File: src/rtl/seven_seg_scan_ctrl_pkg.sv
// Shared types and constants for the four-digit seven-segment scanner:
// the scan FSM state type, the active-low hex segment table (bits g..a)
// and the all-off segment pattern.
package seven_seg_scan_ctrl_pkg;

  // Scan phase inside one digit slot.
  typedef enum logic {
    ST_BLANK = 1'b0,
    ST_DRIVE = 1'b1
  } scan_state_e;

  localparam int NUM_DIGITS = 4;

  // Active-low segment patterns, bit order g f e d c b a.
  localparam logic [6:0] SEG_BLANK = 7'b1111111;

  localparam logic [6:0] SEG_HEX_0 = 7'b1000000;
  localparam logic [6:0] SEG_HEX_1 = 7'b1111001;
  localparam logic [6:0] SEG_HEX_2 = 7'b0100100;
  localparam logic [6:0] SEG_HEX_3 = 7'b0110000;
  localparam logic [6:0] SEG_HEX_4 = 7'b0011001;
  localparam logic [6:0] SEG_HEX_5 = 7'b0010010;
  localparam logic [6:0] SEG_HEX_6 = 7'b0000010;
  localparam logic [6:0] SEG_HEX_7 = 7'b1111000;
  localparam logic [6:0] SEG_HEX_8 = 7'b0000000;
  localparam logic [6:0] SEG_HEX_9 = 7'b0010000;
  localparam logic [6:0] SEG_HEX_A = 7'b0001000;
  localparam logic [6:0] SEG_HEX_B = 7'b0000011;
  localparam logic [6:0] SEG_HEX_C = 7'b1000110;
  localparam logic [6:0] SEG_HEX_D = 7'b0100001;
  localparam logic [6:0] SEG_HEX_E = 7'b0000110;
  localparam logic [6:0] SEG_HEX_F = 7'b0001110;

  // Indexed by the hex value; entry 0 sits in the lowest slice.
  localparam logic [15:0][6:0] SEG_TABLE = {
    SEG_HEX_F, SEG_HEX_E, SEG_HEX_D, SEG_HEX_C,
    SEG_HEX_B, SEG_HEX_A, SEG_HEX_9, SEG_HEX_8,
    SEG_HEX_7, SEG_HEX_6, SEG_HEX_5, SEG_HEX_4,
    SEG_HEX_3, SEG_HEX_2, SEG_HEX_1, SEG_HEX_0
  };

  function automatic logic [6:0] hex_to_seg(input logic [3:0] hex);
    return SEG_TABLE[hex];
  endfunction

endpackage

File: src/rtl/seven_seg_scan_ctrl_hex7seg.sv
// Combinational hex digit to active-low seven-segment decoder (g..a).
module hex7seg_decode
  import seven_seg_scan_ctrl_pkg::*;
(
  input  logic [3:0] hex_i,
  output logic [6:0] seg_n_o
);

  // Table lookup; every input value has an entry, so no latch is possible.
  always_comb begin
    seg_n_o = SEG_BLANK;
    unique case (hex_i)
      4'h0: seg_n_o = SEG_HEX_0;
      4'h1: seg_n_o = SEG_HEX_1;
      4'h2: seg_n_o = SEG_HEX_2;
      4'h3: seg_n_o = SEG_HEX_3;
      4'h4: seg_n_o = SEG_HEX_4;
      4'h5: seg_n_o = SEG_HEX_5;
      4'h6: seg_n_o = SEG_HEX_6;
      4'h7: seg_n_o = SEG_HEX_7;
      4'h8: seg_n_o = SEG_HEX_8;
      4'h9: seg_n_o = SEG_HEX_9;
      4'hA: seg_n_o = SEG_HEX_A;
      4'hB: seg_n_o = SEG_HEX_B;
      4'hC: seg_n_o = SEG_HEX_C;
      4'hD: seg_n_o = SEG_HEX_D;
      4'hE: seg_n_o = SEG_HEX_E;
      4'hF: seg_n_o = SEG_HEX_F;
      default: seg_n_o = SEG_BLANK;
    endcase
  end

endmodule

File: src/rtl/seven_seg_scan_ctrl.sv
// Four-digit multiplexed seven-segment scan controller.
//
//   state    | meaning
//   ---------+------------------------------------------------------------
//   ST_BLANK | dead time at the start of a digit slot, all anodes off
//   ST_DRIVE | remainder of the slot, current digit anode driven low
//
// A slot counter runs 0..CLK_DIV-1; each wrap advances the digit 0..3.
// New values are staged in a pending register and copied to the display
// register only at the frame boundary (digit 3, last slot cycle), so a
// frame is never shown half old, half new. All outputs are registered and
// lag the counter/FSM state by exactly one clock.
module seven_seg_scan_ctrl
  import seven_seg_scan_ctrl_pkg::*;
#(
  parameter int CLK_DIV     = 50000,
  parameter int DEAD_CYCLES = 1000
) (
  input  logic        clk,
  input  logic        reset,
  input  logic        en,
  input  logic        load,
  input  logic [15:0] value,
  input  logic [3:0]  dp,
  input  logic        lzb,
  output logic [3:0]  anode_n,
  output logic [6:0]  seg_n,
  output logic        dp_n,
  output logic        frame_done
);

  localparam int CNT_W = (CLK_DIV > 2) ? $clog2(CLK_DIV) : 1;
  localparam logic [CNT_W-1:0] CNT_LAST  = CNT_W'(CLK_DIV - 1);
  localparam logic [CNT_W-1:0] DEAD_LAST = CNT_W'((DEAD_CYCLES > 0) ? DEAD_CYCLES - 1 : 0);
  localparam bit               HAS_DEAD  = (DEAD_CYCLES > 0);
  // With no dead time the slot starts directly in DRIVE.
  localparam scan_state_e      ST_INIT   = HAS_DEAD ? ST_BLANK : ST_DRIVE;

  // Scan position and FSM
  logic [CNT_W-1:0] slot_q, slot_d;
  logic [1:0]       digit_q, digit_d;
  scan_state_e      state_q, state_d;

  // Pending (staging) and display registers
  logic [15:0] pend_val_q, pend_val_d;
  logic [3:0]  pend_dp_q, pend_dp_d;
  logic        pend_flag_q, pend_flag_d;
  logic [15:0] disp_val_q, disp_val_d;
  logic [3:0]  disp_dp_q, disp_dp_d;

  // Output registers
  logic [3:0] anode_q, anode_d;
  logic [6:0] seg_q, seg_d;
  logic       dpn_q, dpn_d;
  logic       fdone_q, fdone_d;

  logic       slot_wrap;
  logic       boundary;
  logic [3:0] cur_nib;
  logic [6:0] cur_seg;
  logic [3:0] nib_empty;
  logic [3:0] lz_blank;

  assign slot_wrap = (slot_q == CNT_LAST);
  assign boundary  = en && slot_wrap && (digit_q == 2'd3);

  // Slot counter and digit index; both held at zero while disabled.
  always_comb begin
    slot_d  = slot_q;
    digit_d = digit_q;
    if (!en) begin
      slot_d  = '0;
      digit_d = 2'd0;
    end else if (slot_wrap) begin
      slot_d  = '0;
      digit_d = digit_q + 2'd1;
    end else begin
      slot_d  = slot_q + CNT_W'(1);
    end
  end

  // Next-state logic: BLANK for the first DEAD_CYCLES of each slot, then DRIVE.
  always_comb begin
    state_d = state_q;
    if (!en) begin
      state_d = ST_INIT;
    end else begin
      unique case (state_q)
        ST_BLANK: if (slot_q == DEAD_LAST) state_d = ST_DRIVE;
        ST_DRIVE: if (HAS_DEAD && slot_wrap) state_d = ST_BLANK;
        default:  state_d = ST_INIT;
      endcase
    end
  end

  // Load staging and frame-boundary transfer. A load on the boundary edge
  // lands in pending only; the display takes the previous pending value.
  always_comb begin
    pend_val_d  = pend_val_q;
    pend_dp_d   = pend_dp_q;
    pend_flag_d = pend_flag_q;
    disp_val_d  = disp_val_q;
    disp_dp_d   = disp_dp_q;
    if (boundary && pend_flag_q) begin
      disp_val_d  = pend_val_q;
      disp_dp_d   = pend_dp_q;
      pend_flag_d = 1'b0;
    end
    if (load) begin
      pend_val_d  = value;
      pend_dp_d   = dp;
      pend_flag_d = 1'b1;
    end
  end

  // Leading-zero mask: a digit is blankable when it and every higher digit
  // are zero with no decimal point lit. Digit 0 always shows.
  always_comb begin
    for (int k = 0; k < NUM_DIGITS; k++) begin
      nib_empty[k] = (disp_val_q[4*k +: 4] == 4'h0) && !disp_dp_q[k];
    end
    lz_blank[3] = lzb && nib_empty[3];
    lz_blank[2] = lz_blank[3] && nib_empty[2];
    lz_blank[1] = lz_blank[2] && nib_empty[1];
    lz_blank[0] = 1'b0;
  end

  assign cur_nib = disp_val_q[{digit_q, 2'b00} +: 4];

  hex7seg_decode u_decode (
    .hex_i   (cur_nib),
    .seg_n_o (cur_seg)
  );

  // Output next values: blank by default, digit pattern only while driving.
  always_comb begin
    anode_d = 4'b1111;
    seg_d   = SEG_BLANK;
    dpn_d   = 1'b1;
    fdone_d = boundary;
    if (en && (state_q == ST_DRIVE) && !lz_blank[digit_q]) begin
      anode_d = ~(4'b0001 << digit_q);
      seg_d   = cur_seg;
      dpn_d   = ~disp_dp_q[digit_q];
    end
  end

  // State, data and output registers with synchronous reset.
  always_ff @(posedge clk) begin
    if (reset) begin
      slot_q      <= '0;
      digit_q     <= 2'd0;
      state_q     <= ST_INIT;
      pend_val_q  <= '0;
      pend_dp_q   <= '0;
      pend_flag_q <= 1'b0;
      disp_val_q  <= '0;
      disp_dp_q   <= '0;
      anode_q     <= 4'b1111;
      seg_q       <= SEG_BLANK;
      dpn_q       <= 1'b1;
      fdone_q     <= 1'b0;
    end else begin
      slot_q      <= slot_d;
      digit_q     <= digit_d;
      state_q     <= state_d;
      pend_val_q  <= pend_val_d;
      pend_dp_q   <= pend_dp_d;
      pend_flag_q <= pend_flag_d;
      disp_val_q  <= disp_val_d;
      disp_dp_q   <= disp_dp_d;
      anode_q     <= anode_d;
      seg_q       <= seg_d;
      dpn_q       <= dpn_d;
      fdone_q     <= fdone_d;
    end
  end

  assign anode_n    = anode_q;
  assign seg_n      = seg_q;
  assign dp_n       = dpn_q;
  assign frame_done = fdone_q;

endmodule

File: config.mk
export PLATFORM = sky130hd
export DESIGN_NAME = seven_seg_scan_ctrl
export DESIGN_NICKNAME = d
export VERILOG_FILES = /design/src/rtl/seven_seg_scan_ctrl_pkg.sv /design/src/rtl/seven_seg_scan_ctrl_hex7seg.sv /design/src/rtl/seven_seg_scan_ctrl.sv
export SDC_FILE = /design/constraint.sdc
export NUM_CORES = 1
export LEC_CHECK = 0
export BUFFER_PORTS_ARGS = -buffer_cell sky130_fd_sc_hd__buf_2
export CAP_MARGIN = 20
export CORE_UTILIZATION = 25
export DETAILED_ROUTE_END_ITERATION = 16
export SYNTH_ARGS = -nofsm -noshare
export SYNTH_HDL_FRONTEND = slang
export SYNTH_SLANG_ARGS = --single-unit
File: constraint.sdc
create_clock -name clk -period 5.4 [get_ports clk]
set_input_delay 0.54 -clock clk [delete_from_list [all_inputs] [get_ports clk]]
set_output_delay 0.54 -clock clk [all_outputs]
set_load 0.005 [all_outputs]
# After elaboration in Yosys (flattened, before gate mapping)
# Memory sizes are Yosys's and may differ from the RTL's. A register that Yosys moved wholly into a read port is not among the register bits.
# Cells that the tools add are included.
[totals] register_bits=66 mem_bits_ro=112 inputBits=25 output_inout_bits=13 n_memories=1
[mem_list] memory="(name not given)" depth=16 width=7 rd=1 rd_ports_with_merged_regs=1 wr=0 line="seven_seg_scan_ctrl_hex7seg.sv:12" source="unique case (hex_i)"
[classes] add_sub_neg=2 n_lt_le_gt_ge=1 eq_ne=3 shifts=2 n_mux=9 bitwise_logic=5 reduce_logical=22
[ops] cell="adder 16 x 1 -> 16 bit (second input constant)" n=1
[ops] cell="== test 16 x 10 -> 1 bit (second input constant)" n=1
[ops] cell="== test 16 bit (second input constant)" n=1
[ops] cell="indexed part select 16 x 5 -> 4 bit" n=1
[ops] cell="zero test 4 bit" n=3
[ops] cell="logical AND 1 bit" n=11
[ops] cell="two-way mux 1 bit" n=6
[ops] cell="binary-select mux 1 bit (select 2 bit)" n=2
[ops] cell="zero test 1 bit" n=4
[ops] cell="NOT 1 bit" n=4
[ops] cell="NOT 4 bit" n=1
[ops] cell="OR reduction 2 bit" n=2
[ops] cell="left shift 1 x 2 -> 4 bit (first input constant)" n=1
[ops] cell="< comparator 2 x 3 -> 1 bit (second input constant)" n=1
[ops] cell="OR reduction 3 bit" n=1
[ops] cell="adder 2 x 1 -> 2 bit (second input constant)" n=1
[ops] cell="== test 2 bit (second input constant)" n=1
[ops] cell="case mux 1 bit (2 select lines)" n=1
[ops] cell="nonzero test 2 bit" n=1

# Longest topological paths before layout
[logic_depth] ltp_word=11 mapped_depth=8

# Modules after synthesis
# From an unflattened synthesis, not the netlist that was laid out.
[unflattened] cells_unflattened=356 hier_area_um2=3251.9
[modules_own_cells] mod="seven_seg_scan_ctrl" instances=1 cells_each=325 area_per_inst_um2=2990.4 seq_area_each_um2=1461.4
[modules_own_cells] mod="hex7seg_decode" instances=1 cells_each=31 area_per_inst_um2=261.5 seq_area_each_um2=0.0

# Worst setup path after synthesis
# No wires, ideal clock.
[synth_timing] path_kind="reg2reg" start="register digit_q[0]" end="register seg_q[3] (netlist: seg_n[3])" arrival_time_ps=2015 setup_slack_ps=3326 stages_incl_launch_ff=8 n_path_buf=1 period_less_slack_ps=2074 path_cell_list="dfxtp_1 -> buf_6 -> mux4_1 -> inv_1 -> ha_1 -> inv_1 -> mux4_2 -> nand2_1"
[synth_via] elab_chain_cells=6 elab_cells_between_ends=7 cone_classes="shift (1); mux (2); bitwise (1); reduce/logical (3)"
[synth_lines] element="from (decl)" line="seven_seg_scan_ctrl.sv:41" source="logic [1:0] digit_q, digit_d;"
[synth_lines] element="from (signal assigned)" line="seven_seg_scan_ctrl.sv:165" source="digit_q <= digit_d;"
[synth_lines] element="binary-select mux 1 bit (select 2 bit)" line="seven_seg_scan_ctrl.sv:141" source="if (en && (state_q == ST_DRIVE) && !lz_blank[digit_q]) begin"
[synth_lines] element="two-way mux 1 bit (implied by the code)" line="seven_seg_scan_ctrl.sv:141"
[synth_lines] element="zero test 1 bit" line="seven_seg_scan_ctrl.sv:141"
[synth_lines] element="logical AND 1 bit" line="seven_seg_scan_ctrl.sv:141"
[synth_lines] element="NOT 1 bit (no source line)"
[synth_lines] element="OR reduction 2 bit (no source line)"
[synth_lines] element="to (decl)" line="seven_seg_scan_ctrl.sv:53" source="logic [6:0] seg_q, seg_d;"
# Several ways; a longest one is shown, not always the timed one. The select of a mux whose other input is x is not followed.
# A chain may end at the register's enable or synchronous reset.

# Worst setup path after layout
# Same ends and word-level chain as after synthesis.

==> reports/metrics.csv <==
metric;value;unit
status;finished with violations;
violations;design-rule violations;
worstHoldStart;value[15];
ys.flop_type;dfxtp_1;
cts_tree;done;
leakage;1.352;nW
synth_warnings;0;
vdd_drop_max;0.1705;mV
grt_pass1_vias;2144;
layout_min_cycle_time;2.387;ns
crit_path_end_kind;register;
drv_slew;0;
dpl_cell_area;0.003337;mm2
slew_headroom;48.52;%
yosys-top-cells-area;dfxtp_1, mux2i_1, nor2_1;
die_h;112.3;um
r2r-end;seg_n[3];
cts_setup_buffers;0;
vias;2109;
die_w;112.3;um
clk_path_buf_depth;2;
dr.pass1.iters;10;
critical_path_required;5.67;ns
grt_max_degree;44;
synth_common_cells;dfxtp_1, nor2_1, mux2i_1, nand2_1, inv_1;
drtIter0Drc;92;
holdPathStages;3;
routedWlPerCell;12.55;um
clk_latency;0.33;ns
setup_ws;3.013;ns
r2r_cells;6;
cts_hold_buffers;0;
numClockSinks;73;
pre_cts_ws;3.030;ns
rr_startpoint;digit_q[0];
io_pins;38;
drive_gt1_share;16.03;%
cap_violations;0;
yosysTopAreaCellShare;48.05;%
netlist_instances;307;
fin_worst_skew;0.006325;ns
hpwl;4.429;mm
rsz0062_at_grt;no;
tightestPinTransition;0.7722;ns
ys_seq_elements;73;
synth.most_common_cell;dfxtp_1;
fin_area;0.003601;mm2
syn_to_final_growth;18.39;%
port_buffers;37;
grt_pass1_wl;10.58;mm
cp.arrival;2.66;ns
cp_max_fo;10;
finalSetupViolations;0;
antenna_cells;0;
fin_nets;376;
synth-edff-count;0;
finalSetupTns;0;ns
clk_pin_slew;0.05;ns
crit_type;register to register;
min_period_over_period;44.20;%
grt_overflow;0;
max_freq;419.0;MHz
synth_cell_types;33;
initial_core_util;26.19;%
antenna_left;0;
netlist_area;0.003042;mm2
start_kind;register;
cts_inserted_buffers;9;
antenna_found_initial;0;
hold_viol;0;
finalPower;1.119;mW
placementRows;39;
reg2reg_slack;3.01;ns
viasPerCell;4.340;
place.gp.congestion;0.8993;
htreeDepth;3;
holdPathEnd;pend_val_q[15];
ys_async_sr_fraction;0;%
synth_area_per_cell;9.908;um2
synth_top_area_cell;dfxtp_1;
cts_resized;0;
power.density;310.6;mW/mm2
track_usage;10.78;%
root_buffer;clkbuf_16;
syn_nets;343;
yosysSeqAreaShare;48.05;%
drc;3;
detail_route.wirelength;6.099;mm
hold_class;primary input to register;
core-area;0.01161;mm2
dieArea;0.01261;mm2
hold_slack;0.4499;ns
## cell families (layout without fill, tap and decap cells)
group / Yosys count / count (layout) / synth area share (%)
mux: 47 / 47 / 18.31
compound gates: 18 / 18 / 3.743
buf+inv: 29 / 65 / 4.401
simple gates: 114 / 114 / 16.66
xor+xnor: 15 / 15 / 4.319
flops: 73 / 73 / 48.05
fa+ha+maj: 11 / 11 / 4.525
## flip-flops by register name (all words and copies together), names as in the netlist
register and flops:
anode_n 4, digit_q 2, disp_dp_q 4, disp_val_q 16
dp_n 1, frame_done 1, pend_dp_q 4, pend_flag_q 1
pend_val_q 16, seg_n 7, slot_q 16, state_q 1
## layout make-up
cell class | instances | area (um2)
Clock buffer | 14 | 264.0
Fill cell | 1216 | 8013
Inverter | 12 | 45.04
Multi-Input combinational cell | 205 | 1451
Sequential cell | 73 | 1461
Tap cell | 143 | 178.9
Timing Repair Buffer | 39 | 200.2
## layer usage
| metal | wire length (um) | vias up | GRT usage, % | part of all wire [%] |
|---|---|---|---|---|
| li1 | - | 1106 | - | - |
| met1 | 3113 | 939 | 14.13 | 51 |
| met2 | 2539 | 53 | 15.73 | 42 |
| met3 | 300 | 11 | 3.402 | 4.9 |
| met4 | 144 | 0 | 5.867 | 2.4 |
| met5 | 0 | - | 0 | 0 |
## placed cells by master, fill, tap and decap left out, types with 2 or more instances in the layout
| cell | netlist | layout |
|---|---|---|
| ha_1 | 11 | 11 |
| clkbuf_1 | 7 | 3 |
| inv_1 | 12 | 12 |
| mux4_2 | 3 | 3 |
| nand4_1 | 3 | 3 |
| clkbuf_8 | 0 | 2 |
| buf_2 | 5 | 37 |
| nand2_1 | 14 | 14 |
| o221ai_1 | 5 | 5 |
| nand2b_1 | 2 | 2 |
| xor2_1 | 8 | 8 |
| nor3_1 | 7 | 6 |
| a21oi_1 | 7 | 7 |
| o21ai_0 | 4 | 4 |
| nor4b_1 | 2 | 2 |
| buf_4 | 3 | 2 |
| clkbuf_16 | 0 | 9 |
| mux2i_1 | 41 | 41 |
| nor2_1 | 67 | 67 |
| mux4_1 | 3 | 3 |
| xnor2_1 | 7 | 7 |
| dfxtp_1 | 73 | 73 |
| and3_1 | 2 | 2 |
| nand3_1 | 10 | 10 |
## through the flow
| stage | instances | util [%] |
|---|---|---|
| floorplan | 307 | - |
| global placement | 472 | 28.73 |
| detailed placement | 472 | 28.73 |
| CTS | 486 | 31.01 |
| global route | 486 | 31.01 |
| finish | 486 | 31.01 |
## power breakdown
part	total, mW	switching (mW)	internal [mW]	leakage [nW]
Clock	0.527	0.196	0.331	0.129
Combinational	0.0362	0.0194	0.0167	0.631
Sequential	0.555	0.00595	0.550	0.593
Total	1.12	0.221	0.897	1.35
## worst max-delay path by stage
stage / from / end / slack, ns / cells past startpoint
after global placement: digit_q[0] / seg_n[3] / 3.16 / 6
final: digit_q[0] / seg_n[3] / 3.01 / 6
after detailed placement: digit_q[0] / seg_n[3] / 3.03 / 6
after CTS: digit_q[0] / seg_n[3] / 3.01 / 6
after global routing: digit_q[0] / seg_n[3] / 2.83 / 6
after floorplan: digit_q[0] / seg_n[3] / 3.33 / 7
## critical path, stage by stage (launching register included)
cell and delay, ns:
dfxtp_1 0.58, mux4_1 0.73, inv_1 0.18, ha_1 0.26, inv_1 0.06, mux4_2 0.44, nand2_1 0.07
(Power assumes the default switching activity.)
